**config.mk**
```make
export PLATFORM = sky130hd
export DESIGN_NAME = voice_mixer
export DESIGN_NICKNAME = d
export VERILOG_FILES = /design/src/rtl/mixer_pkg.sv /design/src/rtl/mix_saturate.sv /design/src/rtl/voice_mixer.sv
export SDC_FILE = /design/constraint.sdc
export NUM_CORES = 1
export LEC_CHECK = 0
export ABC_AREA = 0
export CORE_MARGIN = 5
export CORE_UTILIZATION = 25
export DETAILED_ROUTE_END_ITERATION = 16
export PLACE_DENSITY = 0.42
export SETUP_SLACK_MARGIN = 0.4
export SLEW_MARGIN = 15
export SYNTH_ARGS = -nofsm -noshare
export SYNTH_HDL_FRONTEND = slang
export SYNTH_SLANG_ARGS = --single-unit
```
**constraint.sdc**
```tcl
create_clock -name CLOCK_50 -period 4.4 [get_ports CLOCK_50]
set_input_delay 1.32 -clock CLOCK_50 [delete_from_list [all_inputs] [get_ports CLOCK_50]]
set_output_delay 1.32 -clock CLOCK_50 [all_outputs]
set_load 0.1 [all_outputs]
```
**src/rtl/mixer_pkg.sv**
```systemverilog
// Shared widths, limits and state encoding for the voice mixer.
// Optional soft mute ramp is enabled with VOICE_MIXER_RAMP_EN.
package mixer_pkg;

  localparam int SAMPLE_W = 24;

  localparam logic signed [SAMPLE_W-1:0] SAMPLE_MAX = 24'sh7FFFFF;
  localparam logic signed [SAMPLE_W-1:0] SAMPLE_MIN = 24'sh800000;

  typedef enum logic [1:0] {
    S_IDLE,
    S_ACCUM,
    S_SCALE,
    S_OUTPUT
  } mix_state_t;

  // Wide enough that summing n full-scale samples never wraps.
  function automatic int acc_width(input int n);
    return SAMPLE_W + ((n > 1) ? $clog2(n) : 0) + 1;
  endfunction

endpackage

```
**src/rtl/mix_saturate.sv**
```systemverilog
// Arithmetic right shift of one channel accumulator, then clamp
// to the 24-bit sample range with a clip flag.
module mix_saturate
  import mixer_pkg::*;
#(
  parameter int AW = 27
) (
  input  logic signed [AW-1:0]       acc_i,
  input  logic        [3:0]          shamt_i,
  output logic signed [SAMPLE_W-1:0] sample_o,
  output logic                       clip_o
);

  logic signed [AW-1:0]     shifted;
  logic        [AW-SAMPLE_W:0] hi;
  logic                     clip;

  // In range only when every bit above the sample MSB copies it.
  always_comb begin
    shifted  = acc_i >>> shamt_i;
    hi       = shifted[AW-1:SAMPLE_W-1];
    clip     = !((&hi) || !(|hi));
    sample_o = shifted[SAMPLE_W-1:0];
    if (clip) begin
      sample_o = shifted[AW-1] ? SAMPLE_MIN : SAMPLE_MAX;
    end
    clip_o = clip;
  end

endmodule

```
**src/rtl/voice_mixer.sv**
```systemverilog
// Snapshots all voices per frame and sums them one voice per cycle.
// Define VOICE_MIXER_RAMP_EN for a soft mute ramp instead of hard mute.
module voice_mixer
  import mixer_pkg::*;
#(
  parameter int NUM_VOICES = 4
) (
  input  logic                           CLOCK_50,
  input  logic                           reset,
  input  logic                           advance,
  input  logic [NUM_VOICES*SAMPLE_W-1:0] voice_in,
  input  logic [NUM_VOICES-1:0]          voice_en,
  input  logic [NUM_VOICES-1:0]          pan_l,
  input  logic [NUM_VOICES-1:0]          pan_r,
  input  logic [3:0]                     master_atten,
  input  logic                           mute,
  output logic [SAMPLE_W-1:0]            dac_left,
  output logic [SAMPLE_W-1:0]            dac_right,
  output logic                           frame_done,
  output logic                           clip,
  output logic                           overrun
);

  localparam int AW = acc_width(NUM_VOICES);
  localparam int IW = (NUM_VOICES > 1) ? $clog2(NUM_VOICES) : 1;
  localparam logic [IW-1:0] LAST = IW'(NUM_VOICES - 1);

  mix_state_t state_q;
  logic [IW-1:0] idx_q;

  logic signed [AW-1:0] acc_l_q, acc_r_q;
  logic signed [AW-1:0] acc_l_d, acc_r_d;

  logic [NUM_VOICES*SAMPLE_W-1:0] voice_q;
  logic [NUM_VOICES-1:0] en_q, pl_q, pr_q;
  logic [3:0] atten_q;
  logic mute_q;

  logic signed [SAMPLE_W-1:0] sat_l, sat_r;
  logic clip_l, clip_r;
  logic signed [SAMPLE_W-1:0] sat_l_q, sat_r_q;
  logic clip_l_q, clip_r_q;

  logic signed [SAMPLE_W-1:0] out_l, out_r;
  logic [SAMPLE_W-1:0] dac_l_q, dac_r_q;
  logic done_q, clip_q, ovr_q;

  logic signed [SAMPLE_W-1:0] cur_v;
  logic signed [AW-1:0] cur_ext;

  always_comb begin
    cur_v   = voice_q[int'(idx_q)*SAMPLE_W +: SAMPLE_W];
    cur_ext = AW'(cur_v);
    acc_l_d = acc_l_q;
    acc_r_d = acc_r_q;
    if (en_q[idx_q] && pl_q[idx_q]) acc_l_d = acc_l_q + cur_ext;
    if (en_q[idx_q] && pr_q[idx_q]) acc_r_d = acc_r_q + cur_ext;
  end

  mix_saturate #(.AW(AW)) u_sat_l (
    .acc_i   (acc_l_q),
    .shamt_i (atten_q),
    .sample_o(sat_l),
    .clip_o  (clip_l)
  );

  mix_saturate #(.AW(AW)) u_sat_r (
    .acc_i   (acc_r_q),
    .shamt_i (atten_q),
    .sample_o(sat_r),
    .clip_o  (clip_r)
  );

`ifdef VOICE_MIXER_RAMP_EN
  logic [4:0] level_q, level_d;
  logic signed [27:0] prod_l, prod_r;

  // Level steps once per frame; the new level already applies this frame.
  always_comb begin
    level_d = level_q;
    if (mute_q) begin
      if (level_q != 5'd0) level_d = level_q - 5'd1;
    end else if (level_q != 5'd16) begin
      level_d = level_q + 5'd1;
    end
    prod_l = 28'(sat_l_q) * 28'($signed({1'b0, level_d}));
    prod_r = 28'(sat_r_q) * 28'($signed({1'b0, level_d}));
    out_l  = 24'(prod_l >>> 4);
    out_r  = 24'(prod_r >>> 4);
  end

  always_ff @(posedge CLOCK_50) begin
    if (reset) begin
      level_q <= 5'd16;
    end else if (state_q == S_OUTPUT) begin
      level_q <= level_d;
    end
  end
`else
  always_comb begin
    out_l = mute_q ? '0 : sat_l_q;
    out_r = mute_q ? '0 : sat_r_q;
  end
`endif

  always_ff @(posedge CLOCK_50) begin
    if (reset) begin
      state_q  <= S_IDLE;
      idx_q    <= '0;
      acc_l_q  <= '0;
      acc_r_q  <= '0;
      voice_q  <= '0;
      en_q     <= '0;
      pl_q     <= '0;
      pr_q     <= '0;
      atten_q  <= '0;
      mute_q   <= 1'b0;
      sat_l_q  <= '0;
      sat_r_q  <= '0;
      clip_l_q <= 1'b0;
      clip_r_q <= 1'b0;
      dac_l_q  <= '0;
      dac_r_q  <= '0;
      done_q   <= 1'b0;
      clip_q   <= 1'b0;
      ovr_q    <= 1'b0;
    end else begin
      done_q <= 1'b0;
      if (advance && state_q != S_IDLE) ovr_q <= 1'b1;
      unique case (state_q)
        S_IDLE: begin
          if (advance) begin
            voice_q <= voice_in;
            en_q    <= voice_en;
            pl_q    <= pan_l;
            pr_q    <= pan_r;
            atten_q <= master_atten;
            mute_q  <= mute;
            acc_l_q <= '0;
            acc_r_q <= '0;
            idx_q   <= '0;
            state_q <= S_ACCUM;
          end
        end
        S_ACCUM: begin
          acc_l_q <= acc_l_d;
          acc_r_q <= acc_r_d;
          idx_q   <= idx_q + IW'(1);
          if (idx_q == LAST) state_q <= S_SCALE;
        end
        S_SCALE: begin
          sat_l_q  <= sat_l;
          sat_r_q  <= sat_r;
          clip_l_q <= clip_l;
          clip_r_q <= clip_r;
          state_q  <= S_OUTPUT;
        end
        S_OUTPUT: begin
          dac_l_q <= out_l;
          dac_r_q <= out_r;
          clip_q  <= clip_l_q | clip_r_q;
          done_q  <= 1'b1;
          state_q <= S_IDLE;
        end
        default: state_q <= S_IDLE;
      endcase
    end
  end

  assign dac_left   = dac_l_q;
  assign dac_right  = dac_r_q;
  assign frame_done = done_q;
  assign clip       = clip_q;
  assign overrun    = ovr_q;

endmodule

```
After elaboration in Yosys (flattened, before gate mapping) --
Index checks and enable logic that the tools add are counted.
Storage, ports and cells: flip-flop bits (word level) 272, input bits 116, output and inout bits 51, word-level logic and storage cells 80
Cells by class: add/sub/neg operators 3, $mul 1, order comparisons 1, equality and inequality tests 8, shifts and indexed selects 3, mux-type cells 23, bitwise gates (word level) 1, reductions and logical operators 21
Operators with widths (count):
- $mux 24 | 6
- $pmux 27 s2 | 2
- $shiftx 96x8->24 | 1
- $mux 27 | 3
- $add 27x24->27 | 2
- $sshr 27x4->27 | 2
- $ne 2x2->1 const B | 4
- $pmux 2 s4 | 1
- $reduce_and 4->1 | 2
- $reduce_or 4->1 | 2
- $bmux 1 s2 | 3
- $eq 2x2->1 const B | 3
- $mux 2 | 3
- $reduce_and 2->1 | 3
- $reduce_and 3->1 | 2
- $logic_not 1->1 | 4
- $mul 2x2->4 const B | 1
- $mux 1 | 4
- $pmux 2 s2 | 1
- $reduce_bool 2->1 | 2
- $logic_and 1x1->1 | 3
- $lt 2x3->1 const B | 1
- $add 2x1->2 const B | 1
- $eq 2x1->1 const B | 1
- other kinds (3) | 4

Longest topological paths before layout --
Gate-level depths: netlist (run 1).
depth after elaboration 5, mapped depth 14, gate-level depth less buffers 12

Hierarchy --
A second synthesis (run 1) with hierarchy kept.
Second synthesis, totals: cell total of the unflattened synthesis 1970, area total of the unflattened synthesis 16044.1 µm²
Modules (own cells, without submodules):
- voice_mixer | times used 1, cells an instance 1504, area each 12693.4 µm², sequential area each 5445.2 µm²
- mix_saturate | times used 2, cells an instance 233, area each 1675.4 µm², sequential area each 0.0 µm²

Worst setup path after synthesis (run 1) --
Ideal clock, no wire load.
kind reg-to-reg, from register idx_q[0], to register acc_r_q[24], library setup time 0.117 ns, arrival 3.648 ns, data required time 4.283 ns, setup slack 0.636 ns, cell stages (with the launch flop) 15, path buffers 3, period minus slack after synthesis 3.764 ns, cells stage by stage dfxtp_1 -> buf_4 -> buf_1 -> mux4_2 -> ha_1 -> clkbuf_2 -> a21o_1 -> a21o_1 -> a21oi_1 -> o21ai_2 -> a221o_2 -> a21oi_4 -> o21ai_2 -> xor2_1 -> a22o_1
Between the ends: longest elaborated chain between the ends 5, elaborated cells on any way between the ends 12, those cells by class add/sub: 1; mul: 1; eq/ne: 1; shift: 1; mux: 6; reduce/logical: 2
Ends and longest elaborated chain:
- start, declared | line voice_mixer.sv:29 | logic [IW-1:0] idx_q;
- start signal, assigned | line voice_mixer.sv:148 | idx_q <= idx_q + IW'(1);
- $mul 2x2->4 / $bmux 1 s2 (equally long branches) | line voice_mixer.sv:52, voice_mixer.sv:57
- $shiftx 96x8->24 / $mux 1 (equally long branches) | line voice_mixer.sv:52, voice_mixer.sv:57
- $add 27x24->27 / $logic_and 1x1->1 (equally long branches) | line voice_mixer.sv:57 | if (en_q[idx_q] && pr_q[idx_q]) acc_r_d = acc_r_q + cur_ext;
- $mux 27 / $ne 2x2->1 (equally long branches)
- $pmux 27 s2 / $reduce_and 3->1 (equally long branches)
- end signal, assigned | line voice_mixer.sv:147 | acc_r_q <= acc_r_d;
- end, declared | line voice_mixer.sv:31 | logic signed [AW-1:0] acc_l_q, acc_r_q;
Several ways; a longest one is shown, not always the timed one. The select of a mux whose other input is x is not followed. A chain may end at the register's enable or synchronous reset.

Worst setup path after layout (run 1) --
Ends and elaborated chain as after synthesis.

==> results of run 1 <==
==> power by group <==
group	internal (W)	leakage (nW)	switching, W
logic	0.000884	4.13	0.00144
clock network	0.00178	0.584	0.00119
registers	0.00276	2.21	0.000196
==> worst min-delay path, cell delays in order (launching register included) <==
cell     delay [ns]
dfxtp_1        0.30
nand2_1        0.05
a21oi_1        0.05
==> final cells by class <==
type,count,area share [%]
Inverter,27,0.537
Timing Repair Buffer,201,10.4
Multi-Input combinational cell,1347,48.6
Tap cell,782,5.19
Clock buffer,48,5.23
Sequential cell,272,28.9
Clock inverter,17,1.09
==> registers in the layout, summed over array words and instances, names as in the netlist, 2 cells and up <==
| signal | cells |
|---|---|
| voice_q | 96 |
| acc_l_q | 27 |
| acc_r_q | 27 |
| dac_left | 24 |
| dac_right | 24 |
| sat_l_q | 24 |
| sat_r_q | 24 |
| atten_q | 4 |
| en_q | 4 |
| pl_q | 4 |
| pr_q | 4 |
| idx_q | 2 |
| state_q | 2 |
==> worst max-delay path by stage <==
| stage | from | end | cells past startpoint |
|---|---|---|---|
| after floorplan | idx_q[0] | acc_r_q[24] | 14 |
| after global placement | idx_q[0] | acc_r_q[24] | 12 |
| after detailed placement | idx_q[0] | acc_r_q[24] | 12 |
| after CTS | idx_q[0] | acc_r_q[24] | 12 |
| after global routing | idx_q[0] | acc_r_q[24] | 12 |
| final | idx_q[0] | acc_r_q[24] | 12 |
==> layout by cell type, fill, tap and decap left out, types with 5 or more instances in the layout <==
master / synthesis / routed
nand2_1: 285 / 284
dfxtp_1: 272 / 267
a21oi_1: 254 / 254
nor2_1: 187 / 186
clkdlybuf4s50_1: 0 / 165
mux4_2: 77 / 77
o21ai_0: 75 / 75
ha_1: 58 / 56
nor2b_1: 53 / 52
clkbuf_16: 0 / 37
o211ai_1: 32 / 32
buf_4: 6 / 32
mux2i_1: 28 / 28
xnor2_1: 28 / 28
inv_1: 24 / 24
mux2_2: 23 / 23
a21o_1: 22 / 22
a22oi_1: 20 / 20
nand2b_1: 19 / 19
nand3_1: 18 / 18
o21a_1: 15 / 15
xor2_1: 14 / 14
a211oi_1: 12 / 12
a22o_1: 12 / 12
and3_1: 9 / 9
o21bai_1: 9 / 9
o311ai_1: 8 / 8
nand4_1: 8 / 8
clkbuf_1: 87 / 8
a31oi_1: 7 / 7
clkinv_2: 0 / 7
a221oi_1: 6 / 6
a211o_1: 6 / 6
clkbuf_8: 0 / 5
==> layer usage <==
metal | vias up | GRT usage (%)
met5 | - | 0
met4 | 0 | 3.68
met3 | 63 | 2.79
met2 | 258 | 23.0
met1 | 6267 | 18.3
li1 | 6586 | -
==> cells by family (layout without fill, tap and decap cells) <==
family,Yosys count,count (layout)
XOR/XNOR,42,42
AND/OR/NAND/NOR,601,601
multiplexers,128,128
buffers and inverters,157,293
AO/OA/AOI/OAI,516,516
flip-flops,272,272
adder cells (fa/ha/maj),60,60
==> what timing repair did <==
action / CTS / global route
buffers inserted: 0 / 5
endpoints found under the setup margin: 0 / 5
resized for setup: 0 / 1
hold endpoints to repair: 0 / 0
==> per-stage QoR <==
step           instances  power [W]  hold WS [ns]
2_1_floorplan       1776    0.00462         0.433
3_3_place_gp        2623    0.00532         0.441
3_5_place_dp        2623    0.00534         0.446
4_1_cts             2688    0.00837         0.454
5_1_grt             2694    0.00875         0.469
6_report            2694    0.00825         0.453
==> out/summary.txt, run 1 <==
==========================================================================================
Leak                                                                               6.92 nW
Final Cell Area                                                                 18900 um^2
Required arrival time at the worst endpoint                                        4.85 ns
Mux cell area share after synthesis                                                  14.9%
Iteration-0 DRC count of the detailed router                                           865
Clock root cell                                                                  clkbuf_16
Slew at the pin with the worst max-slew slack                                      1.00 ns
Average wire per standard cell                                                     17.7 um
Vias per cell                                                                         4.89
Count of final setup violators                                                           0
Post-route ant nets                                                                      0
Crit path kind                                                                  reg -> reg
Post-synthesis register bit count                                                      272
Routed wire length                                                                47600 um
Worst Reg-to-Reg Cells                                                                  12
Setup slack after placement                                                       0.512 ns
Number of instances in the synthesized netlist                                        1776
Number of vias after detailed routing                                                13.2k
Maximum buffer depth of the clock tree                                                   3
# clock sinks                                                                          272
Fmax achieved                                                                    0.271 GHz
H-tree depth reported by CTS                                                             2
Largest family of logic cells by synthesized area                             compound AO/OA/AOI/OAI gates
Kind of capture point of the worst setup path                                         flop
Data arrival time of the critical path                                             4.14 ns
Maximum fanout along the worst path                                                      5
Initial antenna violation count                                                          0
Final net count                                                                       2061
Hold-fix buffers at CTS                                                                  0
Post-Synthesis Net Count                                                              1952
Share of the synthesized area in compound gates (AO/OA/AOI/OAI)                      20.7%
Post-Route Skew                                                                  0.0261 ns
Synth-to-Final Area Change                                                           23.7%
Hold endpoint                                                                  voice_q[42]
Footprint of the flip-flops and latches                                          5460 um^2
Critical Path Max Stage Delay                                                      0.57 ns
Core Util, Final                                                                     31.3%
Reg-to-reg slack, setup                                                            0.71 ns
Setup slack of the critical path after layout                                     0.711 ns
Leading area contributor after synthesis                                           dfxtp_1
Count of buffer and inverter cells on the critical path                                  0
Clock edge transition at the registers on the reported setup and hold paths        0.06 ns
Launch point of the worst reg-to-reg path                                         idx_q[0]
Setup TNS                                                                             0 ns
# DRC                                                                                    0
Syn. warnings                                                                            0
Clock insertion delay at the later pin of the skew report                          0.56 ns
Final number of hold-violating endpoints                                                 0
Simple-gate share of the synthesized area                                            16.9%
TritonCTS clock tree                                                                 built
Count of cell types in the netlist                                                      69
Gr ovfl total                                                                            0
Count of flip-flops with a built-in enable after synthesis                               0
Cts bufs inserted                                                                       36
GP Congestion                                                                        0.819
Floorplan core area                                                             60400 um^2
Routed length on met3                                                              2040 um
Count of filler cells inserted in the layout                                          6399
DR WL met2                                                                        22500 um
Shortest period the worst path allows                                              3.69 ns
Ordered cell list for the critical path                                       mux4_2 > ha_1 > fa_1 > a211oi_2 > o21ai_2 > a211oi_4 > o21ai_2 > a221o_2 > a21oi_4 > o21ai_2 > xor2_1 > a22o_1
Worst slew margin relative to its limit                                              33.0%
Crit path max-delay family                                                    compound AO/OA/AOI/OAI gates
Outcome                                                                       complete, no violations
Max rail drop VDD                                                               0.000260 V
Ports                                                                                  167
Antenna cells                                                                            0
Unrepaired setup endpoints after global routing                                      false
Portion of synthesized cell area occupied by the leading cell type                   35.7%
Largest net degree at the start of global routing                                       97
Die W                                                                               257 um
Cell with the largest stage delay on the worst path                                 mux4_2
Most area-consuming cells after synthesis                                     dfxtp_1, mux4_2, a21oi_1, nand2_1, ha_1
Worst Min Path Start                                                           voice_q[42]
Max Slew Vio Count                                                                       0
Routed length on met1                                                             21900 um
Adder and majority cell fraction of the synthesized area                             5.02%
Proportion of register bits with asynchronous set or reset after synthesis              0%
First-pass GRT wire length                                                        74400 um
CP dominant cell by count                                                          o21ai_2
Area taken by multi-input logic gates                                            9160 um^2
Initial Util                                                                         25.3%
Number of placement rows                                                                90
Number of port buffers                                                                 166
Total iterations of the first detailed-routing run                                       5
Sequential cell area fraction in the yosys report                                    35.7%
Kind of launch point of the worst setup path                                          flop
Uppermost metal layer occupied by signal nets                                         met4
Terminus of the critical flop-to-flop path                                     acc_r_q[24]
Die height                                                                          257 um
Max-capacitance violation count                                                          0
Dominant register cell in the synthesized netlist                                  dfxtp_1
Mapped cell area                                                                15200 um^2
Fraction of the cycle the final worst path needs                                     83.8%
DP HPWL                                                                           35300 um
Tightest Hold Check Type                                                        reg -> reg
Hold Path Cell Cnt                                                                       2
Placed cell areas                                                               17600 um^2
Power density cells                                                            437 nW/um^2
Xor and xnor fraction of the mapped netlist area                                     2.41%
Syn_area_per_cell                                                                8.59 um^2
Area of the die                                                                 66000 um^2
Layout cell share with drive strength beyond 1                                       11.7%
List of most frequent post-synthesis cells                                    nand2_1, dfxtp_1, a21oi_1
Leading cell type by number of instances after synthesis                           nand2_1
Total global routing track utilization                                               13.8%
Via count of the first global-routing pass                                           13.1k
==========================================================================================
Note: power is estimated with default switching activity, not from simulation.
==> inputs of run 2 (changes only) <==
Clock period 4.4 ns to 3.4 ns, I/O delays scaled along.
==> run 2 against run 1 <==
  * Total power increased by 32%
  * Clock skew decreased by 0.0029 ns
  * Cell count increased by 3.4%
  * Routed wire length increased by 5.0%
  * Largest power group is now sequential cells
  * Die area unchanged
  * Sequential share of layout area decreased by 1.9 points
  * Core utilization increased by 2.2 points
  * Register-to-register slack got worse by 0.65 ns
  * Largest cell class unchanged
  * Critical path type unchanged
  * Fmax increased by 11%
  * Sequential power increased by 29%
  * Via count increased by 3.4%
==> out/summary.txt, run 2 (synthesized netlist as in run 1, its figures left out) <==
==========================================================================================
Largest net degree at the start of global routing                                      114
Final Cell Area                                                                 20200 um^2
Area taken by multi-input logic gates                                            9860 um^2
Fraction of the cycle the final worst path needs                                     98.2%
Largest registers ranked by flip-flop count                                   voice_q x96, acc_l_q x27, acc_r_q x27
Hold endpoint                                                                   voice_q[5]
Post-route ant nets                                                                      0
H-tree depth reported by CTS                                                             2
Fmax achieved                                                                    0.300 GHz
Initial antenna violation count                                                          0
Initial Util                                                                         25.3%
Number of port buffers                                                                 166
First-pass GRT wire length                                                        79100 um
# clock sinks                                                                          272
Tightest Hold Check Type                                                        reg -> reg
Floorplan core area                                                             60400 um^2
Average wire per standard cell                                                     17.9 um
Synth-to-Final Area Change                                                           32.5%
Count of filler cells inserted in the layout                                          6302
Cell count after placement                                                            2693
Placed cell areas                                                               18100 um^2
Kind of capture point of the worst setup path                                         flop
Maximum fanout along the worst path                                                      5
Final instance count without filler cells                                             2786
Clock edge transition at the registers on the reported setup and hold paths        0.06 ns
Vias per cell                                                                         4.89
Gr ovfl total                                                                            0
Iteration-0 DRC count of the detailed router                                           720
Reg-to-reg slack, setup                                                            0.06 ns
Data arrival time of the critical path                                             3.77 ns
Highest-count cells in the layout ignoring fill and taps                      nand2_1, dfxtp_1, a21oi_1
Ports                                                                                  167
Hold Path Cell Cnt                                                                       2
Worst Min Path Start                                                            voice_q[5]
Outcome                                                                       complete, no violations
Max rail drop VDD                                                               0.000344 V
Total global routing track utilization                                               14.6%
# DRC                                                                                    0
Terminus of the critical flop-to-flop path                                     acc_r_q[24]
Launch point of the worst reg-to-reg path                                         idx_q[0]
DP HPWL                                                                           37000 um
Final number of hold-violating endpoints                                                 0
Most flops, register                                                               voice_q
Clock insertion delay at the later pin of the skew report                          0.56 ns
Worst Reg-to-Reg Cells                                                                  12
Max-capacitance violation count                                                          0
Shortest period the worst path allows                                              3.34 ns
Unrepaired setup endpoints after global routing                                       true
Count of final setup violators                                                           0
Footprint of the flip-flops and latches                                          5460 um^2
Power density cells                                                            538 nW/um^2
Post-Route Skew                                                                  0.0232 ns
Final net count                                                                       2158
Commonest non-fill, non-tap cell in the layout                                     nand2_1
Area of the die                                                                 66000 um^2
Worst slew margin relative to its limit                                              35.8%
Clock root cell                                                                  clkbuf_16
TritonCTS clock tree                                                                 built
Crit path kind                                                                  reg -> reg
Maximum buffer depth of the clock tree                                                   3
GP Congestion                                                                        0.855
Antenna cells                                                                            0
Leak                                                                               7.53 nW
Die W                                                                               257 um
Kind of launch point of the worst setup path                                          flop
Cts bufs inserted                                                                       35
Max Slew Vio Count                                                                       0
Hold-fix buffers at CTS                                                                  0
Via count of the first global-routing pass                                           13.7k
Slew at the pin with the worst max-slew slack                                     0.962 ns
Routed wire length                                                                50000 um
Total iterations of the first detailed-routing run                                       5
Die height                                                                          257 um
Setup TNS                                                                             0 ns
Number of placement rows                                                                90
Required arrival time at the worst endpoint                                        3.84 ns
Largest register FFs                                                                    96
Layout cell share with drive strength beyond 1                                       22.6%
Number of vias after detailed routing                                                13.6k
==========================================================================================
[run 2: power by group]
part           switching, W  leakage [nW]  total [W]  internal (W)
sequential         0.000247          2.21    0.00382       0.00357
combinational       0.00200          4.79    0.00343       0.00142
clock               0.00154         0.528    0.00362       0.00208
[run 2: worst max path at each step]
stage                         from          end  slack [ns]  depth (start not counted)
after floorplan           idx_q[0]  acc_r_q[24]        0.09                         13
after global placement    idx_q[0]  acc_l_q[23]       -0.08                         13
after detailed placement  idx_q[0]  acc_l_q[23]       -0.12                         12
after CTS                 idx_q[0]  acc_r_q[26]        0.04                         14
after global routing      idx_q[0]  acc_r_q[24]       -0.08                         12
final                     idx_q[0]  acc_r_q[24]        0.06                         12
[run 2: what timing repair did]
action	CTS	global route
endpoints found under the setup margin	32	35
endpoints found under the hold margin	0	0
buffers inserted	16	18
resized for setup	62	77
pin swaps	35	39
[run 2: layout make-up]
cell class / instances / area share, %
Clock inverter: 15 / 0.830
Sequential cell: 272 / 27.0
Inverter: 27 / 0.502
Multi-Input combinational cell: 1347 / 48.8
Tap cell: 782 / 4.84
Clock buffer: 44 / 4.70
Timing Repair Buffer: 299 / 13.3
[run 2: per-stage QoR]
stage | utilization, % | setup slack, ns | total power (W) | hold slack (ns)
6_report | 33.5 | 0.0626 | 0.0109 | 0.452
4_1_cts | 32.6 | 0.0419 | 0.0110 | 0.452
5_1_grt | 33.5 | -0.0850 | 0.0115 | 0.470
3_5_place_dp | 30.0 | -0.116 | 0.00712 | 0.444
2_1_floorplan | - | 0.0858 | 0.00600 | 0.433
3_3_place_gp | 30.0 | -0.0801 | 0.00709 | 0.441
[run 2: metal layers]
| metal | wire [um] | global-route usage (%) |
|---|---|---|
| met3 | 1960 | 2.61 |
| met2 | 23800 | 24.6 |
| met4 | 894 | 3.07 |
| met1 | 23300 | 19.6 |
| met5 | 0 | 0 |
[run 2: worst max-delay path, stage by stage, from the launching register on]
cell,delay [ns]
dfxtp_4,0.39
mux4_2,0.56
ha_4,0.19
fa_2,0.36
a211oi_4,0.26
o21ai_2,0.11
a211oi_4,0.32
o21ai_2,0.10
a221o_2,0.36
a21oi_4,0.20
o21ai_2,0.07
xor2_1,0.14
a22o_1,0.17
==> inputs of run 3 (changes only) <==
Settings changed: CORE_UTILIZATION 25 to 49, CTS_BUF_LIST from default to sky130_fd_sc_hd__clkbuf_8, PLACE_DENSITY 0.42 to 0.71, RECOVER_POWER from default to 100.
==> run 3 against run 2 <==
  * Worst hold slack improved by 0.00087 ns
  * Clock power decreased by 19%
  * Global-route usage is 8.6 points higher
  * Setup slack got worse by 0.010 ns
  * Clock skew is 0.0019 ns lower
  * Routed wire length shrank 15%
  * Flip-flop and latch count is the same
  * Design area decreased by 7.2%
  * Register-to-register slack hardly changed
  * The run now ends with max-capacitance violations, max-slew violations left
  * Critical path type unchanged
==> out/summary.txt, run 3 (synthesized netlist as in run 1, its figures left out) <==
==========================================================================================
Floorplan core area                                                             30700 um^2
Clock insertion delay at the later pin of the skew report                          0.57 ns
Layout cell share with drive strength beyond 1                                       17.8%
Slew at the pin with the worst max-slew slack                                      1.68 ns
Ports                                                                                  167
Most flops, register                                                               voice_q
Clock edge transition at the registers on the reported setup and hold paths        0.06 ns
Gr ovfl total                                                                            0
First-pass GRT wire length                                                        68400 um
Highest-count cells in the layout ignoring fill and taps                      nand2_1, dfxtp_1, a21oi_1
Number of vias after detailed routing                                                13.8k
Count of final setup violators                                                           0
Max-capacitance violation count                                                          1
Largest register FFs                                                                    96
Routed wire length                                                                42600 um
Iteration-0 DRC count of the detailed router                                           975
Largest net degree at the start of global routing                                      114
Max Slew Vio Count                                                                      98
Part of the power in registers                                                       38.4%
Post-route total power                                                           0.00988 W
Worst Reg-to-Reg Cells                                                                  12
Area of the die                                                                 34800 um^2
Max rail drop VDD                                                               0.000301 V
Part of the power in combinational logic                                             31.8%
Cell internal power dissipation                                                  0.00640 W
Die height                                                                          186 um
Outcome                                                                       finished with violations
Shortest period the worst path allows                                              3.35 ns
Final number of hold-violating endpoints                                                 0
Fraction of the cycle the final worst path needs                                     98.5%
Reg-to-reg slack, setup                                                            0.05 ns
GP Congestion                                                                        0.945
Number of placement rows                                                                64
Vias per cell                                                                         5.76
Net load switching power                                                         0.00348 W
Data arrival time of the critical path                                             3.80 ns
Tightest Hold Check Type                                                        reg -> reg
Post-Route Skew                                                                  0.0213 ns
# DRC                                                                                    0
Clock root cell                                                                   clkbuf_8
Post-route ant nets                                                                      0
Commonest non-fill, non-tap cell in the layout                                     nand2_1
Kind of capture point of the worst setup path                                         flop
Worst slew margin relative to its limit                                             -12.0%
Hold endpoint                                                                  voice_q[74]
Number of port buffers                                                                 166
Power density cells                                                            527 nW/um^2
Fraction of power consumed by the clock network                                      29.8%
Largest registers ranked by flip-flop count                                   voice_q x96, acc_l_q x27, acc_r_q x27
Crit path kind                                                                  reg -> reg
DP HPWL                                                                           30900 um
Required arrival time at the worst endpoint                                        3.86 ns
Launch point of the worst reg-to-reg path                                         idx_q[0]
Leak                                                                               7.09 nW
Kind of launch point of the worst setup path                                          flop
Final net count                                                                       2137
Terminus of the critical flop-to-flop path                                     acc_r_q[24]
Cts bufs inserted                                                                       46
H-tree depth reported by CTS                                                             2
Die W                                                                               186 um
Setup TNS                                                                             0 ns
Synth-to-Final Area Change                                                           22.9%
Min Hold Slack                                                                    0.453 ns
Maximum buffer depth of the clock tree                                                   3
# clock sinks                                                                          272
Total iterations of the first detailed-routing run                                       5
Maximum fanout along the worst path                                                      5
Initial Util                                                                         49.7%
Hold Path Cell Cnt                                                                       2
Violated checks                                                               max-capacitance violations, max-slew violations
Initial antenna violation count                                                          0
Antenna cells                                                                            0
Average wire per standard cell                                                     17.8 um
Switching power share of the total                                                   35.3%
Fmax achieved                                                                    0.299 GHz
Worst Min Path Start                                                           voice_q[74]
TritonCTS clock tree                                                                 built
Unrepaired setup endpoints after global routing                                       true
Via count of the first global-routing pass                                           13.3k
Total global routing track utilization                                               23.1%
==========================================================================================
-- run 3: changes by cell type in the layout (fill, tap and decap cells not counted), sizes merged --
cell / before / now
bufinv: 1 / 0
clkdlybuf4s50: 114 / 113
dlygate4sd3: 0 / 1
buf: 184 / 94
inv: 25 / 36
clkinvlp: 5 / 3
clkbuf: 45 / 119
clkinv: 11 / 12
-- run 3: cell type report --
type                       count  area [um^2]
sequential                   272         5460
clock inverter                24          120
tap                          396          495
clock buffer                  60          826
fill                        2707        11900
inverter                      27          101
timing repair buffer         267         2160
multi-input combinational   1347         9570
-- run 3: power groups by stage --
stage               Sequential (W)  Combinational (W)  Clock, W
floorplan                  0.00386            0.00214         0
CTS                        0.00380            0.00311   0.00302
finish                     0.00380            0.00314   0.00294
global route               0.00384            0.00346   0.00314
detailed placement         0.00386            0.00306         0
global placement           0.00385            0.00300         0
-- run 3: critical path: stages (launching register included) --
cell      delay, ns
dfxtp_4        0.39
mux4_2         0.58
ha_4           0.20
fa_2           0.36
a211oi_4       0.26
o21ai_2        0.12
a211oi_4       0.29
o21ai_2        0.10
a221o_2        0.36
a21oi_4        0.20
o21ai_2        0.07
xor2_1         0.14
a22o_1         0.18
-- run 3: what timing repair did --
action	4_1_cts	5_1_grt
endpoints found under the hold margin	0	0
setup buffers	10	15
pin swaps	32	28
hold buffers	0	0
gates cloned	0	0
endpoints found under the setup margin	32	37
gates resized for setup	51	47
-- run 3: per-layer routing --
metal  routed length (um)  vias to the layer above  GRT usage [%]
li1                     -                     6727              -
met1                19200                     6558           31.8
met2                19900                      429           37.9
met3                 2460                       77           3.57
met4                 1040                        0           6.86
met5                    0                        -              0
-- run 3: worst max path at each step --
stage,start,end
6_report,idx_q[0],acc_r_q[24]
3_5_place_dp,idx_q[0],acc_r_q[24]
5_1_grt,idx_q[0],acc_r_q[24]
2_1_floorplan,idx_q[0],acc_r_q[24]
3_3_place_gp,idx_q[0],acc_l_q[23]
4_1_cts,idx_q[0],acc_r_q[24]
-- run 3: stage by stage --
stage | worst slack [ns] | cell area (um^2) | instances | util, %
6_report | 0.0527 | 18700 | 2393 | 61.1
5_1_grt | -0.0837 | 18700 | 2393 | 61.1
4_1_cts | 0.0440 | 18600 | 2378 | 60.7
3_5_place_dp | -0.0393 | 17400 | 2284 | 56.8
3_3_place_gp | 0.0160 | 17400 | 2284 | 56.8
2_1_floorplan | 0.0858 | 15300 | 1776 | -
==> patch 1: new RTL, settings of run 1 <==
The option `VOICE_MIXER_RAMP_EN` is turned on by a define.
--- a/src/rtl/voice_mixer.sv
+++ b/src/rtl/voice_mixer.sv
@@ -1,5 +1,7 @@
 // Snapshots all voices per frame and sums them one voice per cycle.
 // Define VOICE_MIXER_RAMP_EN for a soft mute ramp instead of hard mute.
+`define VOICE_MIXER_RAMP_EN
+
 module voice_mixer
   import mixer_pkg::*;
 #(
Function: same outputs for any inputs over 4 cycles, from zero or initial values and one cycle with reset high; that may be too few to reach the edited logic, so the function may still have changed.
==> patch 1 against run 1 <==
- first-iteration DRC count grew 21%
- the flow now finishes with violations (negative setup slack)
- design area grew 63%
- sequential cell count grew 5
- area after synthesis grew 52%
- final cell count grew 63%
- critical path depth grew 12
- via count grew 51%
- highest routed layer unchanged
- setup slack lost 1.8 ns
- clock skew grew 0.0056 ns
- total power grew 41%
- wire length grew 48%
==> patch 1: results (changes against run 1) <==
[outcome]
status = complete, but fails checks
violations = negative setup slack

[global_route]
grt_util_met1_pct = 19.6  ; +1.4 points
use_met3_pct = 2.17  ; -0.62 points
grt_first_pass_wirelength_um = 114000  ; +53%
antenna_found_initial = 1  ; +1
grt_pass1_vias = 20700  ; +58%
met2_usage_pct = 22.7  ; -0.33 points
gr-usage-all-layers_pct = 14.0  ; +0.15 points
grt_max_degree = 114  ; +18%

[clocking]
clock_latency_ns = 0.58  ; +0.02 ns
cts_buffers = 37  ; +2.8%

[timing]
finClkSkew_ns = 0.0317  ; +0.00564 ns
tightest_slew_ns = 1.02  ; +0.0179 ns
setup_viol = 43  ; +43
fin_ws_ns = -1.04  ; -1.75 ns
setup_tns_ns = -31.11  ; -31.11 ns

[route]
wirelength_um = 70400  ; +48%
avgViaCountPerCell = 4.54  ; -7.1%

[placement]
dpl-instance-area_mm2 = 0.0280  ; +59%
placedCellCount = 4258  ; +62%
hpwl_um = 54500  ; +55%
place_congestion = 0.826  ; +0.87%

[critical_path]
path_delay_family = adder cells
slowest_stage = fa_1
cp.arrival_ns = 5.90  ; +1.76 ns
crit_path_max_incr_delay_ns = 0.53  ; -0.04 ns
path_max_fanout = 4  ; -1

[logic_synthesis]
synth_nets = 3180  ; +63%
ys_types = 84  ; +22%
synth_area_leaders = dfxtp_1, fa_1, ha_1
yosys-top-cells-count = nand2_1, dfxtp_1, inv_1, a21oi_1, and2_1
yosysSeqAreaShare_pct = 24.0  ; -12 points

[power]
leakage_nw = 13.4  ; +93%

[final_layout]
drive_gt1_share_pct = 20.2  ; +8.5 points
finalNetCount = 3525  ; +71%

==> patch 1: changes by cell type in the layout (fill, tap and decap cells not counted), moves of 26 or more <==
| cell | delta |
|---|---|
| fa_1 | +136 |
| buf_4 | +214 |
| mux2i_1 | +43 |
| a21oi_1 | -52 |
| o21ai_0 | -38 |
| ha_1 | +74 |
| nor3_1 | +54 |
| nand2_1 | +58 |
| nor2b_1 | -32 |
| a21oi_2 | +29 |
| inv_1 | +229 |
| buf_6 | +34 |
| and2_1 | +209 |
| mux4_2 | -26 |
==> patch 1: layout make-up <==
type	instances	area [µm²]
flip-flops and latches	277	5560
multi-input cells	2063	17200
repair buffers	460	4180
clock buffers	49	1020
well taps	1243	1560
diodes	2	5.00
fillers	9562	61100
clock inverters	18	230
inverters	270	1020
==> patch 1: logic make-up after synthesis <==
kind of cell | Yosys count | synth area share (%)
xor+xnor | 91 | 3.48
compound gates | 571 | 16.0
flops | 277 | 24.0
simple gates | 958 | 19.7
buf+inv | 426 | 7.07
mux | 141 | 8.97
fa+ha+maj | 300 | 20.8
==> patch 1: per-layer routing <==
layer	wire [µm]	vias to the layer above	share of wire (%)
met5	0	-	0
met4	1270	0	1.8
met3	2780	72	3.9
met2	31300	352	44
met1	35100	9445	50
li1	-	10000	-
==> patch 1: worst paths after layout <==
path / slack (ns) / depth (start not counted) / to / start
setup / recovery: -1.04 / 24 / dac_left[23] / level_q[1]
hold / removal: 0.45 / 2 / voice_q[79] / voice_q[79]
setup reg to reg: -1.04 / 24 / dac_left[23] / level_q[1]
hold reg to reg: 0.45 / 2 / voice_q[79] / voice_q[79]
==> patch 1: metrics by stage <==
| step | setup WS, ns | hold slack, ns |
|---|---|---|
| floorplan | -0.862 | 0.433 |
| global placement | -1.11 | 0.439 |
| detailed placement | -1.26 | 0.444 |
| CTS | -1.10 | 0.451 |
| global route | -1.31 | 0.472 |
| finish | -1.04 | 0.451 |
==> patch 1: tightest hold or removal path, stage by stage, from the launching register on <==
cell and delay (ns):
dfxtp_1 0.30, nand2_1 0.05, a21oi_1 0.05
==> patch 1: what timing repair did <==
action / CTS / global route
setup buffers: 21 / 31
gates resized for setup: 128 / 96
pin swaps: 101 / 96
cloned: 2 / 1
setup endpoints to repair: 48 / 55
==> patch 1: power breakdown <==
group,leakage [nW],switching (mW),internal [mW]
clock network,0.615,1.25,1.84
logic,10.5,3.03,2.41
registers,2.26,0.290,2.83
total,13.4,4.57,7.08
==> patch 2: new RTL, config.mk and constraints of run 1 <==
Without the edit above. The 4 states of `mix_state_t` get a one-hot encoding in 4 bits.
--- a/src/rtl/mixer_pkg.sv
+++ b/src/rtl/mixer_pkg.sv
@@ -7,11 +7,11 @@
   localparam logic signed [SAMPLE_W-1:0] SAMPLE_MAX = 24'sh7FFFFF;
   localparam logic signed [SAMPLE_W-1:0] SAMPLE_MIN = 24'sh800000;
 
-  typedef enum logic [1:0] {
-    S_IDLE,
-    S_ACCUM,
-    S_SCALE,
-    S_OUTPUT
+  typedef enum logic [3:0] {
+    S_IDLE   = 4'b0001,
+    S_ACCUM  = 4'b0010,
+    S_SCALE  = 4'b0100,
+    S_OUTPUT = 4'b1000
   } mix_state_t;
 
   // Wide enough that summing n full-scale samples never wraps.
Check against the original RTL: no difference found for any inputs over 4 cycles, from zero or initial values and one cycle with reset high; so few cycles prove little.
==> patch 2 against run 1 <==
- area after synthesis decreased by 3.3%
- first-iteration DRC count decreased by 9.7%
- core utilization decreased by 0.18 points
- highest routed layer unchanged
- wire length decreased by 2.2%
- setup slack got worse by 0.11 ns
- sequential share of layout area increased by 1.2 points
- synthesized cell count decreased by 2.3%
- sequential cell count increased by 2
- design area decreased by 3.3%
- hold slack got worse by 0.0025 ns
Power is not compared: it rests on default switching activity, and its combinational part moved more than twofold at a synthesized area within 25%.
==> patch 2: results (changes against run 1) <==
[route]
met2WireLength_um = 20800  ; -7.7%
drt_pass1_iterations = 5  ; unchanged
wl_met3_um = 2290  ; +13%
num_vias = 12900  ; -2.4%
met1Wirelength_um = 22500  ; +3.0%
wirelength_um = 46600  ; -2.2%
avgViaCountPerCell = 4.88  ; -0.21%
drt_first_iter_violations = 781  ; -9.7%

[outcome]
status = finished, final reports clean

[critical_path]
path_max_fanout = 15  ; +10

[final_layout]
n_fill_cell = 6195  ; -3.2%
drive_gt1_share_pct = 9.18  ; -2.5 points
syn_to_final_growth_pct = 23.6  ; about the same

[global_route]
use_met3_pct = 2.56  ; -0.24 points
met2_usage_pct = 22.0  ; -1.0 points
gr-usage-all-layers_pct = 14.0  ; +0.23 points
grt_max_degree = 128  ; +32%
grt_pass1_vias = 12400  ; -4.9%
grt_first_pass_wirelength_um = 72100  ; -3.0%
grt_util_met1_pct = 19.9  ; +1.7 points

[timing]
finClkSkew_ns = 0.0135  ; -0.0126 ns

[placement]
placedCellCount = 2574  ; -1.9%
place_congestion = 0.887  ; +8.3%
dpl-instance-area_mm2 = 0.0171  ; -2.7%
preCtsSetupSlack_ns = 0.452  ; -0.0606 ns
hpwl_um = 35300  ; about the same

[logic_synthesis]
synth_area_leaders = dfxtp_1, mux4_2, nand2_1
yosys-top-cells-count = nand2_1, dfxtp_1, a21oi_1, nor2_1, clkbuf_1
synth_area_per_cell_um2 = 8.50  ; -0.99%
yosysWarningCount = 0  ; unchanged
ys_types = 73  ; +5.8%
synth_nets = 1906  ; -2.4%
yosysSeqAreaShare_pct = 37.2  ; +1.5 points

[clocking]
cts_buffers = 35  ; -2.8%
clock_latency_ns = 0.53  ; -0.03 ns

==> patch 2: path summary, 6_finish.rpt <==
check	start	end	slack [ns]
hold / removal	voice_q[13]	voice_q[13]	0.45
hold reg to reg	voice_q[13]	voice_q[13]	0.45
setup / recovery	idx_q[0]	acc_r_q[26]	0.60
setup reg to reg	idx_q[0]	acc_r_q[26]	0.60
==> patch 2: logic make-up after synthesis <==
family / share of synthesized area, %
and+or+nand+nor: 16.6
AOI/OAI and AO/OA: 22.7
DFF: 37.2
buffers and inverters: 3.84
muxes: 12.3
adders and majority gates: 4.77
xor gates and xnor gates: 2.61
==> patch 2: cell type report <==
class                      count  area share [%]
sequential                   274            30.1
multi-input combinational   1321            47.9
timing repair buffer         192            10.3
clock inverter                10           0.734
clock buffer                  51            5.35
tap                          773            5.30
inverter                      14           0.288
==> patch 2: what timing repair did <==
item / in CTS / in global routing
endpoints found under the hold margin: 0 / 0
gates resized for setup: 0 / 2
setup endpoints to repair: 0 / 6
